$ cat config.mk
export PLATFORM = sky130hd
export DESIGN_NAME = layer_fetch_sequencer_flat
export DESIGN_NICKNAME = d
export VERILOG_FILES = /design/src/rtl/layer_fetch_sequencer_pkg.sv /design/src/rtl/layer_fetch_sequencer_if.sv /design/src/rtl/layer_fetch_sequencer_layer_pick.sv /design/src/rtl/layer_fetch_sequencer.sv /design/src/flat_wrapper.sv
export SDC_FILE = /design/constraint.sdc
export NUM_CORES = 1
export LEC_CHECK = 0
export ABC_CLOCK_PERIOD_IN_PS = 4760
export BUFFER_PORTS_ARGS = -buffer_cell sky130_fd_sc_hd__buf_2
export CORE_ASPECT_RATIO = 1.4
export CORE_MARGIN = 5
export CORE_UTILIZATION = 48
export DETAILED_ROUTE_END_ITERATION = 7
export PLACE_DENSITY = 0.73
export SYNTH_ARGS = -nofsm -noshare
export SYNTH_HDL_FRONTEND = slang
export SYNTH_HIERARCHICAL = 1
export SYNTH_SLANG_ARGS = --single-unit
$ cat constraint.sdc
create_clock -name clk -period 4.76 [get_ports clk]
set_input_delay 0.952 -clock clk [delete_from_list [all_inputs] [get_ports clk]]
set_output_delay 0.952 -clock clk [all_outputs]
set_load 0.05 [all_outputs]
$ cat src/rtl/layer_fetch_sequencer_pkg.sv
// Shared types and constants for the layer fetch sequencer (states, transparent pixel, index width helper).
package layer_seq_pkg;

    typedef enum logic [1:0] {
        IDLE  = 2'd0,
        ISSUE = 2'd1,
        WAIT  = 2'd2,
        DONE  = 2'd3
    } state_e;

    localparam logic [23:0] TRANSPARENT_PIX = 24'h000000;
    localparam int          NUM_LAYERS_DEF  = 5;

    // Width of a layer index; a single layer still needs one bit.
    function automatic int idx_w(input int n);
        return (n > 1) ? $clog2(n) : 1;
    endfunction

    localparam int LAYER_IDX_W = idx_w(NUM_LAYERS_DEF);

endpackage

$ cat src/rtl/layer_fetch_sequencer_if.sv
// Coordinate, layer-memory and bundle-output handshakes of the layer fetch sequencer.
// Every channel is valid/ready: a transfer happens on a rising edge where both are high, and the
// sender keeps valid and its payload stable until that edge.
interface layer_fetch_sequencer_if #(
    parameter int NUM_LAYERS = 5,
    parameter int PIX_W      = 24,
    parameter int X_W        = 10,
    parameter int Y_W        = 10
);
    import layer_seq_pkg::*;

    localparam int IW = idx_w(NUM_LAYERS);

    logic                        start_valid;
    logic                        start_ready;
    logic [X_W-1:0]              start_x;
    logic [Y_W-1:0]              start_y;
    logic [NUM_LAYERS-1:0]       layer_en;
    logic                        mem_req_valid;
    logic                        mem_req_ready;
    logic [IW-1:0]               mem_req_layer;
    logic [X_W-1:0]              mem_req_x;
    logic [Y_W-1:0]              mem_req_y;
    logic                        mem_rsp_valid;
    logic [PIX_W-1:0]            mem_rsp_data;
    logic                        out_valid;
    logic                        out_ready;
    logic [NUM_LAYERS*PIX_W-1:0] out_pixels;
    logic                        busy;
    logic                        rsp_unexp;

    modport slave (
        input  start_valid, start_x, start_y, layer_en,
        input  mem_req_ready, mem_rsp_valid, mem_rsp_data, out_ready,
        output start_ready, mem_req_valid, mem_req_layer, mem_req_x, mem_req_y,
        output out_valid, out_pixels, busy, rsp_unexp
    );

    modport master (
        output start_valid, start_x, start_y, layer_en,
        output mem_req_ready, mem_rsp_valid, mem_rsp_data, out_ready,
        input  start_ready, mem_req_valid, mem_req_layer, mem_req_x, mem_req_y,
        input  out_valid, out_pixels, busy, rsp_unexp
    );

endinterface

$ cat src/rtl/layer_fetch_sequencer_layer_pick.sv
// Highest-set-bit finder over the pending-layer mask: returns the top pending layer and whether any remain.
module layer_pick
    import layer_seq_pkg::*;
#(
    parameter int N  = 5,
    parameter int IW = idx_w(N)
) (
    input  logic [N-1:0]  mask_i,
    output logic [IW-1:0] idx_o,
    output logic          any_o
);

    // Ascending scan: the last set bit seen wins, i.e. the highest layer.
    always_comb begin
        idx_o = '0;
        any_o = 1'b0;
        for (int i = 0; i < N; i++) begin
            if (mask_i[i]) begin
                idx_o = IW'(i);
                any_o = 1'b1;
            end
        end
    end

endmodule

$ cat src/rtl/layer_fetch_sequencer.sv
// Per-pixel layer fetch sequencer: one read per enabled layer, top layer first, bundled for the composer.
// Optional build macro EARLY_OPAQUE_SKIP_EN: stop fetching once a non-transparent layer pixel returns.
module layer_fetch_sequencer
    import layer_seq_pkg::*;
#(
    parameter int NUM_LAYERS = 5,
    parameter int PIX_W      = 24,
    parameter int X_W        = 10,
    parameter int Y_W        = 10
) (
    input  logic                   clk,
    input  logic                   rst,
    layer_fetch_sequencer_if.slave bus,
    output state_e                 state_o
);

    localparam int IW = idx_w(NUM_LAYERS);

    state_e                      state_q;
    logic [NUM_LAYERS-1:0]       pend_q;
    logic [X_W-1:0]              x_q;
    logic [Y_W-1:0]              y_q;
    logic [IW-1:0]               layer_q;
    logic                        req_valid_q;
    logic                        out_valid_q;
    logic                        start_ready_q;
    logic                        busy_q;
    logic                        unexp_q;
    logic [NUM_LAYERS*PIX_W-1:0] pix_q;

    logic [NUM_LAYERS-1:0]       pick_mask_d;
    logic [IW-1:0]               pick_idx;
    logic                        pick_any;

    // Pending mask as it will be after this cycle: fresh enables in IDLE, minus the answered layer otherwise.
    always_comb begin
        pick_mask_d = bus.layer_en;
        if (state_q != IDLE) begin
            pick_mask_d = pend_q & ~(NUM_LAYERS'(1) << layer_q);
`ifdef EARLY_OPAQUE_SKIP_EN
            if (bus.mem_rsp_data != PIX_W'(TRANSPARENT_PIX)) begin
                pick_mask_d = '0;
            end
`endif
        end
    end

    layer_pick #(.N(NUM_LAYERS), .IW(IW)) u_pick (
        .mask_i (pick_mask_d),
        .idx_o  (pick_idx),
        .any_o  (pick_any)
    );

    always_ff @(posedge clk or posedge rst) begin
        if (rst) begin
            state_q       <= IDLE;
            pend_q        <= '0;
            x_q           <= '0;
            y_q           <= '0;
            layer_q       <= '0;
            req_valid_q   <= 1'b0;
            out_valid_q   <= 1'b0;
            start_ready_q <= 1'b0;
            busy_q        <= 1'b0;
            unexp_q       <= 1'b0;
            pix_q         <= '0;
        end else begin
            if (bus.mem_rsp_valid && state_q != WAIT) begin
                unexp_q <= 1'b1;
            end
            case (state_q)
                IDLE: begin
                    // start_ready comes up one cycle after reset so every output is 0 while rst is high.
                    if (bus.start_valid && start_ready_q) begin
                        x_q           <= bus.start_x;
                        y_q           <= bus.start_y;
                        pend_q        <= bus.layer_en;
                        pix_q         <= '0;
                        start_ready_q <= 1'b0;
                        busy_q        <= 1'b1;
                        if (pick_any) begin
                            state_q     <= ISSUE;
                            layer_q     <= pick_idx;
                            req_valid_q <= 1'b1;
                        end else begin
                            state_q     <= DONE;
                            out_valid_q <= 1'b1;
                        end
                    end else begin
                        start_ready_q <= 1'b1;
                    end
                end
                ISSUE: begin
                    if (bus.mem_req_ready) begin
                        req_valid_q <= 1'b0;
                        state_q     <= WAIT;
                    end
                end
                WAIT: begin
                    if (bus.mem_rsp_valid) begin
                        pix_q[layer_q*PIX_W +: PIX_W] <= bus.mem_rsp_data;
                        pend_q <= pick_mask_d;
                        if (pick_any) begin
                            state_q     <= ISSUE;
                            layer_q     <= pick_idx;
                            req_valid_q <= 1'b1;
                        end else begin
                            state_q     <= DONE;
                            out_valid_q <= 1'b1;
                        end
                    end
                end
                DONE: begin
                    if (bus.out_ready) begin
                        state_q       <= IDLE;
                        out_valid_q   <= 1'b0;
                        start_ready_q <= 1'b1;
                        busy_q        <= 1'b0;
                    end
                end
                default: state_q <= IDLE;
            endcase
        end
    end

    assign bus.start_ready   = start_ready_q;
    assign bus.mem_req_valid = req_valid_q;
    assign bus.mem_req_layer = layer_q;
    assign bus.mem_req_x     = x_q;
    assign bus.mem_req_y     = y_q;
    assign bus.out_valid     = out_valid_q;
    assign bus.out_pixels    = pix_q;
    assign bus.busy          = busy_q;
    assign bus.rsp_unexp     = unexp_q;
    assign state_o           = state_q;

endmodule

$ cat src/flat_wrapper.sv
// flat-port wrapper written by rule: the top's interface ports become plain ports
module layer_fetch_sequencer_flat import layer_seq_pkg::*;
#(
    parameter int NUM_LAYERS = 5,
    parameter int PIX_W      = 24,
    parameter int X_W        = 10,
    parameter int Y_W        = 10
)
  (clk, rst, state_o, bus_start_valid, bus_start_x, bus_start_y, bus_layer_en, bus_mem_req_ready, bus_mem_rsp_valid, bus_mem_rsp_data, bus_out_ready, bus_start_ready, bus_mem_req_valid, bus_mem_req_layer, bus_mem_req_x, bus_mem_req_y, bus_out_valid, bus_out_pixels, bus_busy, bus_rsp_unexp);
  layer_fetch_sequencer_if #(.NUM_LAYERS(NUM_LAYERS), .PIX_W(PIX_W), .X_W(X_W), .Y_W(Y_W)) bus_i ();
  input  logic clk;
  input  logic rst;
  output state_e state_o;
  input wire logic [$bits(bus_i.start_valid)-1:0] bus_start_valid;
  input wire logic [$bits(bus_i.start_x)-1:0] bus_start_x;
  input wire logic [$bits(bus_i.start_y)-1:0] bus_start_y;
  input wire logic [$bits(bus_i.layer_en)-1:0] bus_layer_en;
  input wire logic [$bits(bus_i.mem_req_ready)-1:0] bus_mem_req_ready;
  input wire logic [$bits(bus_i.mem_rsp_valid)-1:0] bus_mem_rsp_valid;
  input wire logic [$bits(bus_i.mem_rsp_data)-1:0] bus_mem_rsp_data;
  input wire logic [$bits(bus_i.out_ready)-1:0] bus_out_ready;
  output wire logic [$bits(bus_i.start_ready)-1:0] bus_start_ready;
  output wire logic [$bits(bus_i.mem_req_valid)-1:0] bus_mem_req_valid;
  output wire logic [$bits(bus_i.mem_req_layer)-1:0] bus_mem_req_layer;
  output wire logic [$bits(bus_i.mem_req_x)-1:0] bus_mem_req_x;
  output wire logic [$bits(bus_i.mem_req_y)-1:0] bus_mem_req_y;
  output wire logic [$bits(bus_i.out_valid)-1:0] bus_out_valid;
  output wire logic [$bits(bus_i.out_pixels)-1:0] bus_out_pixels;
  output wire logic [$bits(bus_i.busy)-1:0] bus_busy;
  output wire logic [$bits(bus_i.rsp_unexp)-1:0] bus_rsp_unexp;
  assign bus_i.start_valid = bus_start_valid;
  assign bus_i.start_x = bus_start_x;
  assign bus_i.start_y = bus_start_y;
  assign bus_i.layer_en = bus_layer_en;
  assign bus_i.mem_req_ready = bus_mem_req_ready;
  assign bus_i.mem_rsp_valid = bus_mem_rsp_valid;
  assign bus_i.mem_rsp_data = bus_mem_rsp_data;
  assign bus_i.out_ready = bus_out_ready;
  assign bus_start_ready = bus_i.start_ready;
  assign bus_mem_req_valid = bus_i.mem_req_valid;
  assign bus_mem_req_layer = bus_i.mem_req_layer;
  assign bus_mem_req_x = bus_i.mem_req_x;
  assign bus_mem_req_y = bus_i.mem_req_y;
  assign bus_out_valid = bus_i.out_valid;
  assign bus_out_pixels = bus_i.out_pixels;
  assign bus_busy = bus_i.busy;
  assign bus_rsp_unexp = bus_i.rsp_unexp;
  layer_fetch_sequencer #(.NUM_LAYERS(NUM_LAYERS), .PIX_W(PIX_W), .X_W(X_W), .Y_W(Y_W)) u_core (.clk(clk), .rst(rst), .bus(bus_i), .state_o(state_o));
endmodule
==> results by group, run 1 <==
Outcome
  – Status: finished clean

Finish
  – Commonest non-fill, non-tap cell in the layout: buf_2
  – Number of antenna diodes: 0
  – Commonest non-fill, non-tap cells in the layout: buf_2, dfrtp_1, nand2_1, a22o_1, o21ai_0
  – FF/Latch Area: 3880 um^2
  – Share of cells above drive strength 1: 29.29%
  – Multi-input gate area: 3731 um^2
  – Fin util: 59.72%
  – Layout net count: 1,042
  – P&R area growth vs syn: 22.70%
  – Finished Cell Area: 9658 um^2
  – Fillers: 1,449

Route
  – Post-DR vias/cell: 6.164
  – DRC Markers: 0
  – Detailed-route via count: 7,329
  – Initial drt markers: 677
  – Routed WL per cell: 21.15 um
  – WL final: 25.15 mm
  – Drt pass-1 iters: 5
  – Post-DRT Antenna Nets: 0

Worst setup path
  – Critical Path Most Common Cell: ha_1
  – CP Depth: 10
  – Worst EP arrival: 4.36 ns
  – Worst Setup End Kind: register
  – Delay-heaviest family, CP: adder cells
  – CP endpoint: u_core/bus.out_pixels[12]$_DFFE_PP0P_
  – Worst reg2reg endpoint: u_core/bus.out_pixels[12]$_DFFE_PP0P_
  – Slowest CP cell: fa_1
  – Reg2Reg Launch Point: u_core/bus.mem_req_layer[1]$_DFFE_PP0P_
  – Worst R2R Path Depth: 10
  – Critical-path cell list: ha_1, fa_1, xor2_2, nor3b_1, ha_1, or4_1, nor3_2, a31oi_1, o21a_1, a22o_1
  – Critical-path maximum fanout: 11
  – Reg2Reg Setup Slack: 0.73 ns
  – WP buf/inv: 0
  – Worst Setup SP: u_core/bus.mem_req_layer[1]$_DFFE_PP0P_
  – Largest stage delay, worst path: 0.57 ns
  – Worst EP required: 5.08 ns
  – Crit path launch type: register
  – Crit Path Class: register to register

Power
  – Leak: 4.861 nW
  – PD cells: 773.7 nW/um^2
  – Worst IR Drop VDD: 405.1 uV

Synth
  – Synth cell types: 68
  – Synthesized area: 7871 um^2
  – Ys async rst share: 100.0%
  – Syn nets: 849
  – Syn Area/Cell: 10.04 um^2
  – EDFF count, synth: 0
  – Ys Warns: 6
  – Post-Synthesis Cells: 784
  – Top_reg_cell synth: dfrtp_1
  – Synth Register Bits: 155
  – Post-synthesis sequential area ratio: 49.28%

Clocking
  – Hold_buf cts: 0
  – Sink Count: 155
  – Worst-path clk slew: 0.07 ns
  – Maximum clock path buffer count: 2
  – CTS buffer count: 17
  – H-tree depth: 4
  – Clk Latency, worst-skew pair: 0.43 ns
  – CTS resizes: 0
  – TritonCTS clock tree: built
  – Root Driver: clkbuf_16
  – Setup bufs post-CTS: 0

STA
  – Setup violators final: 0
  – Period utilization: 84.75%
  – Final hold vios: 0
  – Slew @ Worst Pin: 1.127 ns
  – Fin crit period: 4.034 ns
  – Fin. max-slew vios: 0
  – FMAX: 247.9 MHz
  – Setup TNS: 0 ns
  – Skew final: 0.008717 ns
  – Setup WS post-layout: 0.7260 ns
  – Slew margin rel.: 24.28%
  – Hold Slack: 0.4641 ns
  – RSZ-0062 raised after global routing: no

Global route
  – Tot GR Track Use: 25.96%
  – Vias in the first global route: 7,268
  – Largest net degree at the start of global routing: 93
  – First-pass GRT wire length: 39.60 mm
  – Total global routing overflow: 0
  – Antenna violations before repair: 0

Hold path
  – Worst min path class: register to register

Floorplan
  – Core Footprint: 16,170 um^2
  – Initial Util: 48.67%
  – Die span in x: 118.2 um
  – IO Count: 205
  – Total Die Area: 19,100 um^2
  – Die height: 161.5 um
  – FP Rows: 55

Run
  – Max_cap viols: 0

Placed design
  – Dpl ws: 0.7694 ns
  – Port bufs: 204
  – Final HPWL DP: 18.46 mm
  – GPL Wtd Cong: 1.017
  – Placed inst area: 9115 um^2
-- Yosys cell counts, types with 2 or more instances --
master / count / area share [%]
nor4b_1: 2 / 0.22
nor4bb_1: 2 / 0.25
buf_2: 15 / 0.95
mux2i_1: 16 / 2.0
xnor2_1: 2 / 0.22
a21o_1: 13 / 1.2
a21oi_1: 19 / 1.2
nand3_1: 20 / 1.3
nor3_1: 13 / 0.83
inv_1: 18 / 0.86
o21ai_0: 43 / 2.7
nor3b_1: 3 / 0.29
nand2b_1: 6 / 0.48
nor4_1: 2 / 0.16
clkbuf_1: 27 / 1.3
a22oi_1: 20 / 1.9
and3b_1: 2 / 0.22
o21a_1: 8 / 0.76
nor3_2: 2 / 0.25
a22o_1: 72 / 8.0
o21ai_1: 6 / 0.38
and2_1: 8 / 0.64
o2bb2ai_1: 26 / 2.9
a31oi_1: 11 / 0.87
ha_1: 9 / 1.4
a32o_1: 10 / 1.3
nor2b_1: 8 / 0.64
or3_1: 5 / 0.40
nand4_1: 3 / 0.24
o22ai_1: 31 / 2.5
a211o_1: 2 / 0.22
buf_4: 2 / 0.19
mux2_2: 11 / 1.6
buf_1: 6 / 0.29
o211ai_1: 4 / 0.38
nand2_1: 128 / 6.1
nor4_2: 4 / 0.64
or2_2: 3 / 0.24
nor2_1: 18 / 0.86
dfrtp_1: 155 / 49
xnor2_2: 2 / 0.41
-- registers in the layout (all words and copies together), names as in the netlist --
| signal | cells |
|---|---|
| u_core/bus.mem_req_x | 10 |
| u_core/bus.rsp_unexp | 1 |
| u_core/bus.mem_req_y | 10 |
| u_core/bus.mem_req_layer | 3 |
| u_core/bus.out_valid | 1 |
| u_core/bus.out_pixels | 120 |
| u_core/bus.busy | 1 |
| u_core/pend_q | 5 |
| u_core/state_o | 2 |
| u_core/bus.mem_req_valid | 1 |
| u_core/bus.start_ready | 1 |
-- cell families (layout without fill, tap and decap cells) --
logic type	count (synthesis)	after routing	share of synthesized area, %
compound gates	280	280	26.09
xor+xnor	6	6	0.9538
fa+ha+maj	10	10	1.685
buf+inv	68	274	3.576
flops	155	155	49.28
mux	27	27	3.608
simple gates	238	238	14.82
-- report_power, final --
part	internal [mW]	switching, mW	total [mW]
clock	0.675	0.584	1.26
combinational	1.21	3.17	4.38
sequential	1.63	0.203	1.83
total	3.52	3.96	7.47
-- cell type report --
| cell class | count | area share (%) |
|---|---|---|
| well taps | 199 | 2.578 |
| inverters | 18 | 0.7384 |
| repair buffers | 224 | 12.26 |
| flip-flops and latches | 155 | 40.17 |
| clock buffers | 17 | 4.405 |
| clock inverters | 15 | 1.218 |
| multi-input cells | 561 | 38.63 |
-- how the worst min path moves through the flow --
| stage | slack (ns) | to | depth (start not counted) | startpoint |
|---|---|---|---|---|
| 2_1_floorplan | 0.47 | u_core/pend_q[0]$_DFFE_PP0P_ | 1 | u_core/pend_q[0]$_DFFE_PP0P_ |
| 3_3_place_gp | 0.44 | u_core/bus.rsp_unexp$_DFFE_PP0P_ | 1 | u_core/bus.rsp_unexp$_DFFE_PP0P_ |
| 3_5_place_dp | 0.44 | u_core/bus.rsp_unexp$_DFFE_PP0P_ | 1 | u_core/bus.rsp_unexp$_DFFE_PP0P_ |
| 4_1_cts | 0.46 | u_core/bus.rsp_unexp$_DFFE_PP0P_ | 1 | u_core/bus.rsp_unexp$_DFFE_PP0P_ |
| 5_1_grt | 0.48 | u_core/bus.rsp_unexp$_DFFE_PP0P_ | 1 | u_core/bus.rsp_unexp$_DFFE_PP0P_ |
| 6_report | 0.46 | u_core/bus.rsp_unexp$_DFFE_PP0P_ | 1 | u_core/bus.rsp_unexp$_DFFE_PP0P_ |
-- metrics by stage --
stage	power (mW)	cells
floorplan	5.070	784
global placement	6.106	1157
detailed placement	6.153	1157
CTS	7.432	1189
global route	7.856	1189
finish	7.473	1189
-- worst register-to-register path, delay by kind of cell, from the launching register on --
| family | cells | cell delay, ns |
|---|---|---|
| adder cells (fa/ha/maj) | 3 | 1.25 |
| flip-flops | 1 | 0.48 |
| XOR/XNOR | 1 | 0.39 |
| AO/OA/AOI/OAI | 3 | 0.98 |
| AND/OR/NAND/NOR | 3 | 0.83 |
-- layer usage --
layer | vias to the layer above | wire length, um | track usage [%]
met5 | - | 0 | 0
met2 | 422 | 12320 | 42.96
met1 | 3499 | 9602 | 31.29
met4 | 0 | 1200 | 13.72
met3 | 93 | 2025 | 6.235
li1 | 3315 | - | -
Power figures use the tool's default switching activity.
==> run 2: changes to the inputs <==
--- a/config.mk
+++ b/config.mk
@@ -5,13 +5,13 @@
 export SDC_FILE = /design/constraint.sdc
 export NUM_CORES = 1
 export LEC_CHECK = 0
-export ABC_CLOCK_PERIOD_IN_PS = 4760
+export ABC_CLOCK_PERIOD_IN_PS = 4200
 export BUFFER_PORTS_ARGS = -buffer_cell sky130_fd_sc_hd__buf_2
 export CORE_ASPECT_RATIO = 1.4
 export CORE_MARGIN = 5
-export CORE_UTILIZATION = 48
+export CORE_UTILIZATION = 53
 export DETAILED_ROUTE_END_ITERATION = 7
-export PLACE_DENSITY = 0.73
+export PLACE_DENSITY = 0.77
 export SYNTH_ARGS = -nofsm -noshare
 export SYNTH_HDL_FRONTEND = slang
 export SYNTH_HIERARCHICAL = 1
==> constraint.sdc (replaced) <==
create_clock -name clk -period 4.2 [get_ports clk]
set_input_delay 0.84 -clock clk [delete_from_list [all_inputs] [get_ports clk]]
set_output_delay 0.84 -clock clk [all_outputs]
set_load 0.05 [all_outputs]
==> run 2 against run 1 <==
- wire length increased by 1.0%
- first-iteration DRC count grew 14%
- sequential share of layout area is essentially flat
- non-clock buffer count stayed put
- worst hold slack gained 0.0082 ns
- critical path type unchanged
- critical endpoint is now u_core/bus.out_pixels[8]$_DFFE_PP0P_
- largest cell class unchanged
==> results by group, run 2 (synthesis results as in run 1) <==
Worst setup path
  – Worst Setup SP: u_core/bus.mem_req_layer[1]$_DFFE_PP0P_
  – Reg2Reg Launch Point: u_core/bus.mem_req_layer[1]$_DFFE_PP0P_
  – Worst EP required: 4.55 ns (-0.53 ns)
  – Critical-path maximum fanout: 16 (+5)
  – Crit path launch type: register
  – Worst EP arrival: 4.16 ns (-0.20 ns)
  – Worst Setup End Kind: register
  – Worst R2R Path Depth: 11 (+1)
  – Crit Path Class: register to register

Global route
  – Tot GR Track Use: 28.95% (+3.0 points)
  – Largest net degree at the start of global routing: 156 (+68%)
  – First-pass GRT wire length: 39.99 mm (+0.97%)
  – Vias in the first global route: 7,454 (+2.6%)
  – Antenna violations before repair: 0 (unchanged)
  – Total global routing overflow: 0 (unchanged)

STA
  – Slew @ Worst Pin: 0.9425 ns (-0.1846 ns)
  – Fin crit period: 3.805 ns (-0.2290 ns)
  – Setup WS post-layout: 0.3951 ns (-0.3310 ns)
  – FMAX: 262.8 MHz (+6.0%)
  – Skew final: 0.01305 ns (+0.004334 ns)
  – Fin. max-slew vios: 0 (unchanged)
  – Setup TNS: 0 ns (unchanged)
  – Setup violators final: 0 (unchanged)
  – Period utilization: 90.59% (+5.8 points)
  – Slew margin rel.: 36.87% (+13 points)
  – RSZ-0062 raised after global routing: no
  – Final hold vios: 0 (unchanged)

Hold path
  – Hold Path Stages: 2 (+1)
  – Worst hold path startpoint: u_core/bus.mem_req_y[8]$_DFFE_PP0P_
  – Worst min path class: register to register

Finish
  – Share of cells above drive strength 1: 29.29% (unchanged)
  – Number of antenna diodes: 0 (unchanged)
  – Max FFs per register: 120 (unchanged)
  – Commonest non-fill, non-tap cell in the layout: buf_2
  – Layout net count: 1,042 (unchanged)
  – P&R area growth vs syn: 22.81% (about the same)
  – Commonest non-fill, non-tap cells in the layout: buf_2, dfrtp_1, nand2_1, a22o_1, o21ai_0

Clocking
  – CTS resizes: 0 (unchanged)
  – Root Driver: clkbuf_16
  – TritonCTS clock tree: built
  – Clk Latency, worst-skew pair: 0.42 ns (about the same)
  – H-tree depth: 4 (unchanged)
  – Worst-path clk slew: 0.07 ns (about the same)
  – Maximum clock path buffer count: 2 (unchanged)
  – Sink Count: 155 (unchanged)
  – Hold_buf cts: 0 (unchanged)
  – Setup bufs post-CTS: 0 (unchanged)
  – CTS buffer count: 17 (unchanged)

Power
  – Power share of the clock group: 17.4% (+0.6 points)
  – Flop pwr share: 24.4% (about the same)
  – Worst IR Drop VDD: 567.8 uV (+40%)
  – Switching share of power: 52.69% (-0.27 points)
  – Leak: 4.880 nW (+0.39%)
  – Net Sw Power: 4.490 mW (+13%)
  – PD cells: 881.5 nW/um^2 (+14%)
  – Int Pwr: 4.031 mW (+15%)
  – Power share of the combinational group: 58.2% (-0.5 points)

Route
  – Detailed-route via count: 7,390 (+0.83%)
  – DRC Markers: 0 (unchanged)
  – Initial drt markers: 773 (+14%)
  – Routed WL per cell: 21.55 um (+1.9%)
  – Drt pass-1 iters: 5 (unchanged)
  – Post-DRT Antenna Nets: 0 (unchanged)
  – Post-DR vias/cell: 6.268 (+1.7%)
  – WL final: 25.41 mm (+1.0%)

Floorplan
  – Total Die Area: 17,420 um^2 (-8.8%)
  – Die span in x: 113.0 um (-4.4%)
  – Core Footprint: 14,510 um^2 (-10%)
  – Die height: 154.2 um (-4.5%)
  – IO Count: 205 (unchanged)
  – Initial Util: 54.25% (+5.6 points)
  – FP Rows: 52 (-5.5%)

Placed design
  – Dpl ws: 0.4946 ns (-0.2747 ns)
  – Port bufs: 204 (unchanged)
  – GPL Wtd Cong: 1.003 (-1.4%)
  – Final HPWL DP: 18.25 mm (-1.1%)

Outcome
  – Status: finished clean

Run
  – Max_cap viols: 0 (unchanged)
-- run 2: cell count changes in the layout (fill, tap and decap cells not counted) --
cell	previous run	this run
clkinvlp_4	5	3
inv_8	1	0
inv_6	5	6
clkinv_4	2	3
bufinv_16	0	1
-- run 2: worst max-delay path: stages (launching register included) --
cell     delay (ns)
dfrtp_1        0.47
ha_1           0.24
fa_1           0.42
xor2_2         0.37
nor3b_1        0.11
ha_1           0.44
or4_1          0.46
nor3_2         0.16
buf_4          0.24
nand2_1        0.07
a21oi_1        0.50
a22o_1         0.24
-- run 2: worst paths after layout --
path | end | slack, ns
worst max-delay path | u_core/bus.out_pixels[8]$_DFFE_PP0P_ | 0.40
worst min-delay path | u_core/bus.mem_req_y[8]$_DFFE_PP0P_ | 0.47
worst max register to register | u_core/bus.out_pixels[8]$_DFFE_PP0P_ | 0.40
worst min register to register | u_core/bus.mem_req_y[8]$_DFFE_PP0P_ | 0.47
max in group asynchronous | u_core/bus.mem_req_layer[0]$_DFFE_PP0P_ | 2.91
min in group asynchronous | u_core/bus.out_pixels[64]$_DFFE_PP0P_ | 0.65
-- run 2: stage by stage --
step	hold slack [ns]	power, mW	cells	utilization, %	instance area, um^2
floorplan	0.4667	5.746	784	-	7875
global placement	0.4533	6.903	1147	62.74	9102
detailed placement	0.4564	6.974	1147	62.74	9102
CTS	0.4718	8.477	1179	66.63	9667
global route	0.4856	8.975	1179	66.63	9667
finish	0.4722	8.521	1179	66.63	9667
-- run 2: area by class of cell --
cell class              count  area, um^2
inverters                  18       71.32
fillers                  1152        4842
clock buffers              17       425.4
well taps                 189       236.5
clock inverters            15       138.9
multi-input cells         561        3731
repair buffers            224        1184
flip-flops and latches    155        3880
-- run 2: per-layer routing --
metal | global-route usage (%) | part of all wire [%] | routed length, um
met4 | 14.49 | 4.5 | 1142
met2 | 48.62 | 50 | 12590
met1 | 35.46 | 37 | 9505
met5 | 0 | 0 | 0
met3 | 5.629 | 8.5 | 2172
-- run 2: power by group through the flow --
stage	Combinational (mW)	Clock, mW	Sequential (mW)
floorplan	2.51	0	3.24
global placement	4.81	0	2.09
detailed placement	4.87	0	2.10
CTS	4.89	1.50	2.08
global route	5.27	1.57	2.13
finish	4.96	1.48	2.08
==> run 3: changes to the inputs <==
--- a/config.mk
+++ b/config.mk
@@ -5,13 +5,13 @@
 export SDC_FILE = /design/constraint.sdc
 export NUM_CORES = 1
 export LEC_CHECK = 0
-export ABC_CLOCK_PERIOD_IN_PS = 4200
+export ABC_CLOCK_PERIOD_IN_PS = 3500
 export BUFFER_PORTS_ARGS = -buffer_cell sky130_fd_sc_hd__buf_2
 export CORE_ASPECT_RATIO = 1.4
 export CORE_MARGIN = 5
-export CORE_UTILIZATION = 53
+export CORE_UTILIZATION = 48
 export DETAILED_ROUTE_END_ITERATION = 7
-export PLACE_DENSITY = 0.77
+export PLACE_DENSITY = 0.73
 export SYNTH_ARGS = -nofsm -noshare
 export SYNTH_HDL_FRONTEND = slang
 export SYNTH_HIERARCHICAL = 1
==> constraint.sdc (replaced) <==
create_clock -name clk -period 3.5 [get_ports clk]
set_input_delay 0.7 -clock clk [delete_from_list [all_inputs] [get_ports clk]]
set_output_delay 0.7 -clock clk [all_outputs]
set_load 0.05 [all_outputs]
==> run 3 against run 2 <==
- setup slack worse by 0.24 ns
- total power rose by 25%
- highest routed layer unchanged
- die area up 9.6%
- critical path type unchanged
- largest power group unchanged
- final cell count grew 2.5%
==> results by group, run 3 (synthesis results as in run 1) <==
Global route
  – Antenna violations before repair: 0 (unchanged)
  – Tot GR Track Use: 26.12% (-2.8 points)
  – Total global routing overflow: 0 (unchanged)
  – First-pass GRT wire length: 39.70 mm (-0.73%)
  – Vias in the first global route: 7,230 (-3.0%)
  – Largest net degree at the start of global routing: 82 (-47%)

STA
  – Skew final: 0.01234 ns (-0.0007140 ns)
  – Final hold vios: 0 (unchanged)
  – RSZ-0062 raised after global routing: no
  – Slew @ Worst Pin: 1.135 ns (+0.1927 ns)
  – Fin crit period: 3.340 ns (-0.4645 ns)
  – FMAX: 299.4 MHz (+14%)
  – Fin. max-slew vios: 0 (unchanged)
  – Setup TNS: 0 ns (unchanged)
  – Period utilization: 95.44% (+4.8 points)
  – Slew margin rel.: 23.74% (-13 points)
  – Setup violators final: 0 (unchanged)

Floorplan
  – Initial Util: 48.67% (-5.6 points)
  – Die height: 161.5 um (+4.8%)
  – Core Footprint: 16,170 um^2 (+11%)
  – Total Die Area: 19,100 um^2 (+9.6%)
  – Die span in x: 118.2 um (+4.6%)
  – IO Count: 205 (unchanged)
  – FP Rows: 55 (+5.8%)

Route
  – Detailed-route via count: 7,289 (-1.4%)
  – Routed WL per cell: 21.12 um (-2.0%)
  – DRC Markers: 0 (unchanged)
  – Post-DR vias/cell: 6.034 (-3.7%)
  – Drt pass-1 iters: 5 (unchanged)
  – Post-DRT Antenna Nets: 0 (unchanged)
  – WL final: 25.52 mm (+0.44%)
  – Initial drt markers: 574 (-26%)

Power
  – Flop pwr share: 23.3% (-1.1 points)
  – Switching share of power: 50.72% (-2.0 points)
  – Net Sw Power: 5.406 mW (+20%)
  – Int Pwr: 5.253 mW (+30%)
  – Power share of the combinational group: 58.5% (+0.3 points)
  – PD cells: 1076 nW/um^2 (+22%)
  – Worst IR Drop VDD: 574.4 uV (+1.2%)
  – Final Power: 10.66 mW (+25%)
  – Power share of the clock group: 18.2% (+0.8 points)
  – Leak: 5.001 nW (+2.5%)

Finish
  – Non-filler cells, final: 1,208 (+2.5%)
  – P&R area growth vs syn: 25.89%
  – Commonest non-fill, non-tap cells in the layout: buf_2, dfrtp_1, nand2_1, a22o_1, o21ai_0
  – Share of cells above drive strength 1: 30.62% (+1.3 points)
  – Layout net count: 1,061 (+1.8%)
  – Fin util: 61.28% (-5.3 points)
  – Fillers: 1,363 (+18%)
  – Max FFs per register: 120 (unchanged)
  – Number of antenna diodes: 0 (unchanged)
  – Commonest non-fill, non-tap cell in the layout: buf_2
  – Finished Cell Area: 9910 um^2 (+2.5%)

Outcome
  – Status: finished clean

Worst setup path
  – Crit Path Class: register to register
  – Worst Setup End Kind: register
  – Crit path launch type: register
  – Worst EP arrival: 3.67 ns (-0.49 ns)
  – Critical-path maximum fanout: 8 (-8)
  – Worst Setup SP: u_core/bus.mem_req_layer[1]$_DFFE_PP0P_
  – Worst R2R Path Depth: 11 (unchanged)
  – Worst EP required: 3.83 ns (-0.72 ns)
  – Reg2Reg Launch Point: u_core/bus.mem_req_layer[1]$_DFFE_PP0P_

Clocking
  – Clk Latency, worst-skew pair: 0.43 ns (about the same)
  – CTS buffer count: 17 (unchanged)
  – H-tree depth: 4 (unchanged)
  – Worst-path clk slew: 0.06 ns (about the same)
  – Root Driver: clkbuf_16
  – Hold_buf cts: 0 (unchanged)
  – TritonCTS clock tree: built
  – Sink Count: 155 (unchanged)
  – Maximum clock path buffer count: 2 (unchanged)

Hold path
  – Worst min path class: input port to async pin

Placed design
  – Placed inst area: 9263 um^2 (+1.8%)
  – GPL Wtd Cong: 0.9526 (-5.0%)
  – Final HPWL DP: 18.55 mm (+1.6%)
  – DP Cell Count: 1,174 (+2.4%)
  – Port bufs: 204 (unchanged)

Run
  – Max_cap viols: 0 (unchanged)
-- run 3: worst paths after layout --
path / endpoint / slack [ns]
worst min register to register: u_core/bus.rsp_unexp$_DFFE_PP0P_ / 0.46
max in group asynchronous: u_core/bus.out_pixels[20]$_DFFE_PP0P_ / 2.22
min in group clk: u_core/bus.mem_req_y[0]$_DFFE_PP0P_ / 0.45
worst min-delay path: u_core/bus.out_pixels[36]$_DFFE_PP0P_ / 0.41
worst max-delay path: u_core/bus.out_pixels[35]$_DFFE_PP0P_ / 0.16
worst max register to register: u_core/bus.out_pixels[35]$_DFFE_PP0P_ / 0.16
-- run 3: repair_timing --
item                                    in CTS  in global routing
endpoints found under the setup margin       0                 76
gates resized for setup                      0                  3
buffers inserted                             0                  2
-- run 3: cell type report --
type	count	area, um^2	share of cell area, %
Multi-Input combinational cell	561	3749	37.83
Timing Repair Buffer	243	1336	13.48
Inverter	18	71.32	0.7197
Clock inverter	9	133.9	1.351
Clock buffer	23	488.0	4.924
Sequential cell	155	3882	39.18
Tap cell	199	249.0	2.513
-- run 3: metrics by stage --
step | hold slack (ns) | setup WS (ns)
finish | 0.4124 | 0.1596
global route | 0.4589 | 0.01660
CTS | 0.4236 | 0.04830
detailed placement | 0.4464 | 0.07332
global placement | 0.4367 | 0.1323
floorplan | 0.4667 | -0.02292
-- run 3: worst max-delay path, cell delays in order (launching register included) --
cell,delay (ns)
dfrtp_2,0.40
buf_4,0.16
fa_1,0.52
xor2_4,0.21
nor3b_1,0.24
ha_1,0.20
buf_4,0.16
inv_1,0.06
buf_4,0.16
or3_4,0.42
or3_1,0.47
o22ai_1,0.26
-- run 3: power groups by stage --
stage	clock [mW]	sequential [mW]	combinational (mW)
finish	1.94	2.48	6.24
global route	2.05	2.55	6.61
CTS	1.96	2.49	6.13
detailed placement	0	2.51	6.10
global placement	0	2.51	6.03
floorplan	0	3.89	3.03
-- run 3: layer usage --
layer	GRT usage (%)	vias up	wire length [um]
met5	0	-	0
met4	12.36	0	1086
met3	5.079	73	1917
met2	43.39	364	12390
met1	32.74	3501	10130
li1	-	3351	-
